### src/rtl/wu_frame_sync_if.sv
// rtl/wu_frame_sync_if.sv - wake-up frame sync signal bundle
interface wu_frame_sync_if #(
    parameter int CNT_W = 10
);
    logic             comp_out;
    logic             WU_valid;
    logic             abort;
    logic             payload;
    logic             T_0;
    logic             T_1;
    logic             WU_serviced;
    logic             data_clk_enb;
    logic             data_clk;
    logic             bit_strobe;
    logic [CNT_W-1:0] bit_idx;
    logic             frame_done;

    modport master (
        output comp_out, WU_valid, abort, payload,
        input  T_0, T_1, WU_serviced, data_clk_enb, data_clk, bit_strobe, bit_idx, frame_done
    );

    modport slave (
        input  comp_out, WU_valid, abort, payload,
        output T_0, T_1, WU_serviced, data_clk_enb, data_clk, bit_strobe, bit_idx, frame_done
    );
endinterface

### src/rtl/wu_frame_sync.sv
// rtl/wu_frame_sync.sv - comparator wake-up triggered serial frame generator
module wu_frame_sync #(
    parameter int DIV         = 100,
    parameter int FRAME_BITS  = 1000,
    parameter int PRE_BITS    = 192,
    parameter int SYNC_STAGES = 3,
    parameter int CNT_W       = $clog2(FRAME_BITS + 1)
) (
    input logic            clki,
    input logic            rst_n,
    wu_frame_sync_if.slave bus
);
    localparam int HALF = DIV / 2;
    localparam int HW   = (HALF > 1) ? $clog2(HALF) : 1;
    localparam logic [HW-1:0]    HALF_MAX = HW'(HALF - 1);
    localparam logic [CNT_W-1:0] LAST_IDX = CNT_W'(FRAME_BITS - 1);
    localparam logic [CNT_W-1:0] END_IDX  = CNT_W'(FRAME_BITS);
    localparam logic [CNT_W-1:0] PRE_IDX  = CNT_W'(PRE_BITS);

    typedef enum logic {IDLE, RUN} state_t;

    state_t           state_q, state_d;
    logic [SYNC_STAGES-1:0] sync_q, fill_q;
    logic [HW-1:0]    half_q, half_d;
    logic [CNT_W-1:0] idx_q, idx_d;
    logic dclk_q, dclk_d, enb_q, enb_d, srv_q, srv_d;
    logic t0_q, t0_d, t1_q, t1_d, stb_q, stb_d, done_q, done_d;
    logic trigger, wrap, data_bit;

    // fill_q marks stages holding real post-reset samples, so a level held
    // high across reset release is never mistaken for a rising edge.
    always_ff @(posedge clki or negedge rst_n) begin
        if (!rst_n) begin
            sync_q <= '0;
            fill_q <= '0;
        end else begin
            sync_q <= {sync_q[SYNC_STAGES-2:0], bus.comp_out};
            fill_q <= {fill_q[SYNC_STAGES-2:0], 1'b1};
        end
    end

    assign trigger  = fill_q[SYNC_STAGES-1] && !sync_q[SYNC_STAGES-1] &&
                      sync_q[SYNC_STAGES-2] && bus.WU_valid;
    assign wrap     = (half_q == HALF_MAX);
    assign data_bit = (idx_q < PRE_IDX) ? 1'b0 : bus.payload;

    always_ff @(posedge clki or negedge rst_n) begin
        if (!rst_n) begin
            state_q <= IDLE;
            half_q  <= '0;
            idx_q   <= '0;
            dclk_q  <= 1'b0;
            enb_q   <= 1'b0;
            srv_q   <= 1'b0;
            t0_q    <= 1'b0;
            t1_q    <= 1'b0;
            stb_q   <= 1'b0;
            done_q  <= 1'b0;
        end else begin
            state_q <= state_d;
            half_q  <= half_d;
            idx_q   <= idx_d;
            dclk_q  <= dclk_d;
            enb_q   <= enb_d;
            srv_q   <= srv_d;
            t0_q    <= t0_d;
            t1_q    <= t1_d;
            stb_q   <= stb_d;
            done_q  <= done_d;
        end
    end

    always_comb begin
        state_d = state_q;
        half_d  = half_q;
        idx_d   = idx_q;
        dclk_d  = dclk_q;
        enb_d   = enb_q;
        srv_d   = srv_q;
        t0_d    = t0_q;
        t1_d    = t1_q;
        stb_d   = 1'b0;
        done_d  = 1'b0;
        case (state_q)
            IDLE: begin
                if (trigger && !bus.abort) begin
                    state_d = RUN;
                    enb_d   = 1'b1;
                    srv_d   = 1'b1;
                    dclk_d  = 1'b0;
                    idx_d   = '0;
                    half_d  = HALF_MAX;
                    t0_d    = 1'b0;
                    t1_d    = 1'b0;
                end
            end
            RUN: begin
                // Frame end is checked before abort so a coincident abort
                // still lets the completed frame report frame_done.
                if (wrap && dclk_q && idx_q == LAST_IDX) begin
                    state_d = IDLE;
                    enb_d   = 1'b0;
                    dclk_d  = 1'b0;
                    srv_d   = 1'b0;
                    t0_d    = 1'b0;
                    t1_d    = 1'b0;
                    half_d  = '0;
                    idx_d   = END_IDX;
                    done_d  = 1'b1;
                end else if (bus.abort) begin
                    state_d = IDLE;
                    enb_d   = 1'b0;
                    dclk_d  = 1'b0;
                    srv_d   = 1'b0;
                    t0_d    = 1'b0;
                    t1_d    = 1'b0;
                    half_d  = '0;
                    idx_d   = '0;
                end else begin
                    half_d = wrap ? '0 : half_q + HW'(1);
                    if (wrap) begin
                        dclk_d = !dclk_q;
                        if (!dclk_q) begin
                            stb_d = 1'b1;
                            t1_d  = data_bit;
                            t0_d  = !data_bit;
                        end else begin
                            srv_d = 1'b0;
                            if (idx_q != END_IDX) idx_d = idx_q + CNT_W'(1);
                        end
                    end
                end
            end
            default: state_d = IDLE;
        endcase
    end

    assign bus.T_0          = t0_q;
    assign bus.T_1          = t1_q;
    assign bus.WU_serviced  = srv_q;
    assign bus.data_clk_enb = enb_q;
    assign bus.data_clk     = dclk_q;
    assign bus.bit_strobe   = stb_q;
    assign bus.bit_idx      = idx_q;
    assign bus.frame_done   = done_q;
endmodule
### src/flat_wrapper.sv
// flat-port wrapper written by rule: the top's interface ports become plain ports
module wu_frame_sync_flat 
#(
    parameter int DIV         = 100,
    parameter int FRAME_BITS  = 1000,
    parameter int PRE_BITS    = 192,
    parameter int SYNC_STAGES = 3,
    parameter int CNT_W       = $clog2(FRAME_BITS + 1)
)
  (clki, rst_n, bus_comp_out, bus_WU_valid, bus_abort, bus_payload, bus_T_0, bus_T_1, bus_WU_serviced, bus_data_clk_enb, bus_data_clk, bus_bit_strobe, bus_bit_idx, bus_frame_done);
  wu_frame_sync_if #(.CNT_W(CNT_W)) bus_i ();
  input logic clki;
  input logic rst_n;
  input wire logic [$bits(bus_i.comp_out)-1:0] bus_comp_out;
  input wire logic [$bits(bus_i.WU_valid)-1:0] bus_WU_valid;
  input wire logic [$bits(bus_i.abort)-1:0] bus_abort;
  input wire logic [$bits(bus_i.payload)-1:0] bus_payload;
  output wire logic [$bits(bus_i.T_0)-1:0] bus_T_0;
  output wire logic [$bits(bus_i.T_1)-1:0] bus_T_1;
  output wire logic [$bits(bus_i.WU_serviced)-1:0] bus_WU_serviced;
  output wire logic [$bits(bus_i.data_clk_enb)-1:0] bus_data_clk_enb;
  output wire logic [$bits(bus_i.data_clk)-1:0] bus_data_clk;
  output wire logic [$bits(bus_i.bit_strobe)-1:0] bus_bit_strobe;
  output wire logic [$bits(bus_i.bit_idx)-1:0] bus_bit_idx;
  output wire logic [$bits(bus_i.frame_done)-1:0] bus_frame_done;
  assign bus_i.comp_out = bus_comp_out;
  assign bus_i.WU_valid = bus_WU_valid;
  assign bus_i.abort = bus_abort;
  assign bus_i.payload = bus_payload;
  assign bus_T_0 = bus_i.T_0;
  assign bus_T_1 = bus_i.T_1;
  assign bus_WU_serviced = bus_i.WU_serviced;
  assign bus_data_clk_enb = bus_i.data_clk_enb;
  assign bus_data_clk = bus_i.data_clk;
  assign bus_bit_strobe = bus_i.bit_strobe;
  assign bus_bit_idx = bus_i.bit_idx;
  assign bus_frame_done = bus_i.frame_done;
  wu_frame_sync #(.DIV(DIV), .FRAME_BITS(FRAME_BITS), .PRE_BITS(PRE_BITS), .SYNC_STAGES(SYNC_STAGES), .CNT_W(CNT_W)) u_core (.clki(clki), .rst_n(rst_n), .bus(bus_i));
endmodule
### config.mk
export PLATFORM = sky130hd
export DESIGN_NAME = wu_frame_sync_flat
export DESIGN_NICKNAME = d
export VERILOG_FILES = /design/src/rtl/wu_frame_sync_if.sv /design/src/rtl/wu_frame_sync.sv /design/src/flat_wrapper.sv
export SDC_FILE = /design/constraint.sdc
export NUM_CORES = 1
export LEC_CHECK = 0
export BUFFER_PORTS_ARGS = -buffer_cell sky130_fd_sc_hd__buf_2
export CAP_MARGIN = 30
export CORE_UTILIZATION = 40
export DETAILED_ROUTE_END_ITERATION = 16
export HOLD_SLACK_MARGIN = 0.02
export SETUP_SLACK_MARGIN = 0.1
export SLEW_MARGIN = 30
export SYNTH_ARGS = -nofsm -noshare
export SYNTH_HDL_FRONTEND = slang
export SYNTH_SLANG_ARGS = --single-unit
### constraint.sdc
create_clock -name clki -period 4.2 [get_ports clki]
set_input_delay 1.05 -clock clki [delete_from_list [all_inputs] [get_ports clki]]
set_output_delay 1.05 -clock clki [all_outputs]
set_load 0.01 [all_outputs]
==> summary by stage <==
Yosys
For this run, asynchronously set or reset flops after synthesis account for 100.0%. The number of nets produced by synthesis is 163. Sequential elements use 49.30% of the synthesized area. Summed over its instances, the top area cell type makes up 49.30% of the synthesized netlist area.

Summed over all instances, the cell type with the most area after synthesis is sky130_fd_sc_hd__dfrtp_1. Counting every instance in the synthesized netlist gives 153. In the synthesized netlist, mux cells make up 0% of the area.

The xor-xnor portion of the synthesized cell area is 1.150%. The number of unique standard cell types used by synthesis is 46. Among all flip-flop cells after synthesis, the most frequent one is sky130_fd_sc_hd__dfrtp_1. The fraction of the mapped netlist area in compound gates is 19.31%.

The commonest cells after synthesis are sky130_fd_sc_hd__dfrtp_1 (30), sky130_fd_sc_hd__o21ai_0 (18), sky130_fd_sc_hd__nor2_1 (16), sky130_fd_sc_hd__nand2_1 (13), sky130_fd_sc_hd__inv_1 (8). The fraction of the mapped netlist area in simple logic gates is 22.93%. The largest family of logic cells by synthesized area is simple AND/OR/NAND/NOR gates. In the post-synthesis netlist, the biggest area contributors are sky130_fd_sc_hd__dfrtp_1 (49%), sky130_fd_sc_hd__o21ai_0 (5.9%), sky130_fd_sc_hd__nor2_1 (3.9%). Among all cell types in the netlist, the one instantiated most often is sky130_fd_sc_hd__dfrtp_1. During synthesis, Yosys emitted a total of 0 warnings. The number of enable flip-flop cells after synthesis is 0. The mean post-synth cell area is 9.952 um2. The total of flip-flops plus latches after synthesis is 30.

Of the total synthesized cell area, the portion taken by full adders, half adders and majority gates is 3.287%. The total standard cell area after synthesis is 1523 um2.

Critical path
The critical path endpoint is u_core.bus.bit_idx[3]. The capturing point of the worst reg2reg path is u_core.bus.bit_idx[3]. The highest-delay cell along the critical path is sky130_fd_sc_hd__o221ai_4.

Across all register-to-register paths, the minimum setup slack is 2.28 ns. The data arrival time of the critical path is 2.50 ns. Counting cells, the worst reg-to-reg path comes to 5. The worst setup path is launched from an input port. The cell class contributing the biggest share of worst-path delay is compound AO/OA/AOI/OAI gates. Traced cell by cell, the critical path runs through buf_2, nor2b_1, nand2_1, o221ai_4, o21ai_0, o21ai_0. The origin of the worst setup path is bus_abort. The number of buffers and inverters on the critical path is 1. In this design, the stage delay of the slowest critical-path cell is 0.45 ns. The critical setup path kind is in -> reg. The highest fanout seen on the critical path is 18. The most numerous cell on the critical path is sky130_fd_sc_hd__o21ai_0.

The critical register-to-register path startpoint is u_core.state_q. For the worst setup path, the data required time is 4.40 ns. STA classifies the critical path endpoint as a flop.

In this run the number of cells on the critical path is 6.

Finish
The filler cells instantiated in the layout total 349. The area added between synthesis and finish is 15.61%. The summed area of non-filler cells in the final layout is 1760 um2. For this run, the post-layout net count is 188. The share of final-layout standard cells stronger than drive strength 1 is 23.46%. The repair_antennas step left the layout with diodes totalling 0.

Routing
The count of antenna-violating nets left after detailed routing is 0. The count of unresolved DRC violations after routing is 0. Wire segments on met3 add up to 94 um in the final route. Dividing the detail-routed wire length by the instance count gives 13.06 um. The via total after detailed routing is 1,216. The highest metal layer with signal wires is met4.

The count of TritonRoute iterations in the first routing pass is 4. The total wire length is 2.965 mm. After detailed routing, the wire length on met1 is 1.394 mm. The first routing iteration left 73 violations. After detailed routing, the number of vias per cell comes to 5.357. After detailed routing, the met2 layer carries 1.413 mm of wire.

Clock network
The clock sink total is 30. CTS placed an instance of sky130_fd_sc_hd__clkbuf_8 at the clock tree root. The buffer levels on the longest clock path is 2. TritonCTS built the clock tree. The CTS buffer count is 5. The H-tree was split into 2 levels.

Gates resized during post-CTS repair numbered 0. Clock latency on the worst-skew pair, taken at its later pin, is 0.28 ns. The clock-pin slew on the worst setup and hold paths is 0.07 ns.

Post-CTS timing repair inserted 0 buffers for setup. Hold repair after CTS inserted 0 buffers.

Placed design
Input and output buffers added on the ports amount to 22. The final HPWL from detailed placement is 2.098 mm. After detailed placement, the total cell area comes to 1665 um2. Routability-driven placement finished with a final weighted congestion of 0.7755.

Timing
Setup total negative slack on the finished layout was measured at 0 ns. Setup repair after global routing left no endpoint under its margin. Dividing the final minimum period by the clock period gives 54.92%.

The top achievable clock speed is 433.5 MHz. After layout, the minimum clock period comes to 2.307 ns. The relative slew slack is 55.73%. The worst clock skew is 0.008373 ns. The number of hold violations in the final report is 0.

The count of endpoints failing setup in the final report is 0. The number of slew-limit violations in the final report is 0. The slew at the pin closest to its max-slew limit is 0.6640 ns. The worst-case hold slack is 0.3494 ns.

Die
Once the floorplan was initialized, standard cells occupied 41.59% of the core. The die covers 4058 um2. The area of the core is 3661 um2. The die boundary height is 63.70 um. The number of placement rows is 22.

The width of the die is 63.70 um. The number of primary I/O pins is 23.

Global routing
The initial antenna violation count was 0. The first-pass GRT wire length is 5.230 mm. The global-route usage over all layers is 17.02%. Entering global routing, the biggest net connects 31 pins.

The total grt overflow is 0. The number of global-route vias before repair was 1,149.

Status
The flow ran to the end, and the final reports show no timing, DRC or antenna violations.

Worst hold path
The worst hold path class is reg -> reg. Along the worst hold path, the cell count comes to 0.

Pwr
The power density over the cells is 458.8 nW/um2. The static leakage is 0.8393 nW. The largest voltage drop on the vdd net is 0.2550 mV.

Run
The number of max-capacitance violations reported is 0.
## sequential cells by signal, indices dropped and copies added, names as in the netlist
name                     count
u_core.sync_q                3
u_core.bus.T_1               1
u_core.bus.data_clk_enb      1
u_core.half_q                6
u_core.bus.data_clk          1
u_core.bus.bit_idx          10
u_core.fill_q                3
u_core.bus.T_0               1
u_core.bus.frame_done        1
u_core.bus.WU_serviced       1
u_core.bus.bit_strobe        1
u_core.state_q               1
## area by class of cell
type	count	area (um2)	share of cell area (%)
Clock buffer	6	82.58	4.691
Clock inverter	2	12.51	0.7107
Inverter	8	30.03	1.706
Multi-Input combinational cell	111	714.4	40.58
Sequential cell	30	750.7	42.64
Tap cell	48	60.06	3.412
Timing Repair Buffer	22	110.1	6.254
## routing by layer
layer  GRT usage [%]  vias up
li1                -      601
met1           21.29      591
met2           26.60       18
met3           4.891        6
met4           8.523        0
met5               0        -
## cell families (layout without fill, tap and decap cells)
| kind of cell | after synthesis | count (layout) |
|---|---|---|
| AO/OA/AOI/OAI | 41 | 41 |
| XOR/XNOR | 2 | 2 |
| adder cells (fa/ha/maj) | 4 | 4 |
| buffers and inverters | 12 | 38 |
| flip-flops | 30 | 30 |
| other | 1 | 1 |
| AND/OR/NAND/NOR | 63 | 63 |
## per-stage QoR
step           cells  power (mW)  utilization (%)  setup slack [ns]
2_1_floorplan    153      0.5304                -             2.039
3_3_place_gp     219      0.5662            45.49             1.655
3_5_place_dp     219      0.5750            45.49             1.572
4_1_cts          227      0.8212            48.09             1.865
5_1_grt          227      0.8657            48.09             1.678
6_report         227      0.8077            48.09             1.893
## cell usage in the layout (no fill, tap or decap), types with 2 or more instances in the layout
| master | netlist | routed |
|---|---|---|
| sky130_fd_sc_hd__nand4_1 | 3 | 3 |
| sky130_fd_sc_hd__nand4b_1 | 2 | 2 |
| sky130_fd_sc_hd__xor2_1 | 2 | 2 |
| sky130_fd_sc_hd__dfrtp_1 | 30 | 30 |
| sky130_fd_sc_hd__and3_1 | 5 | 5 |
| sky130_fd_sc_hd__buf_2 | 1 | 22 |
| sky130_fd_sc_hd__nor3_1 | 4 | 4 |
| sky130_fd_sc_hd__a21oi_1 | 2 | 2 |
| sky130_fd_sc_hd__ha_1 | 4 | 4 |
| sky130_fd_sc_hd__a21o_1 | 2 | 2 |
| sky130_fd_sc_hd__o22ai_1 | 2 | 2 |
| sky130_fd_sc_hd__clkbuf_8 | 0 | 6 |
| sky130_fd_sc_hd__nor4_1 | 3 | 3 |
| sky130_fd_sc_hd__inv_1 | 8 | 8 |
| sky130_fd_sc_hd__o21ai_0 | 18 | 18 |
| sky130_fd_sc_hd__nor2_1 | 16 | 16 |
| sky130_fd_sc_hd__nand3_1 | 5 | 5 |
| sky130_fd_sc_hd__a31o_2 | 2 | 2 |
| sky130_fd_sc_hd__o21ai_2 | 2 | 2 |
| sky130_fd_sc_hd__o31ai_1 | 2 | 2 |
| sky130_fd_sc_hd__nand2_1 | 13 | 13 |
## power breakdown
group	switching (mW)	internal, mW	total, mW
registers	0.0433	0.330	0.373
clock network	0.109	0.131	0.240
logic	0.118	0.0757	0.194
total	0.270	0.537	0.808
## worst min path at each step
| stage | startpoint | end | slack, ns |
|---|---|---|---|
| after floorplan | u_core.fill_q[0] | u_core.fill_q[1] | 0.33 |
| after global placement | u_core.fill_q[0] | u_core.fill_q[1] | 0.33 |
| after detailed placement | u_core.fill_q[1] | u_core.fill_q[2] | 0.34 |
| after CTS | u_core.fill_q[1] | u_core.fill_q[2] | 0.35 |
| after global routing | u_core.fill_q[0] | u_core.fill_q[1] | 0.37 |
| final | u_core.fill_q[1] | u_core.fill_q[2] | 0.35 |
Power figures use the tool's default switching activity.
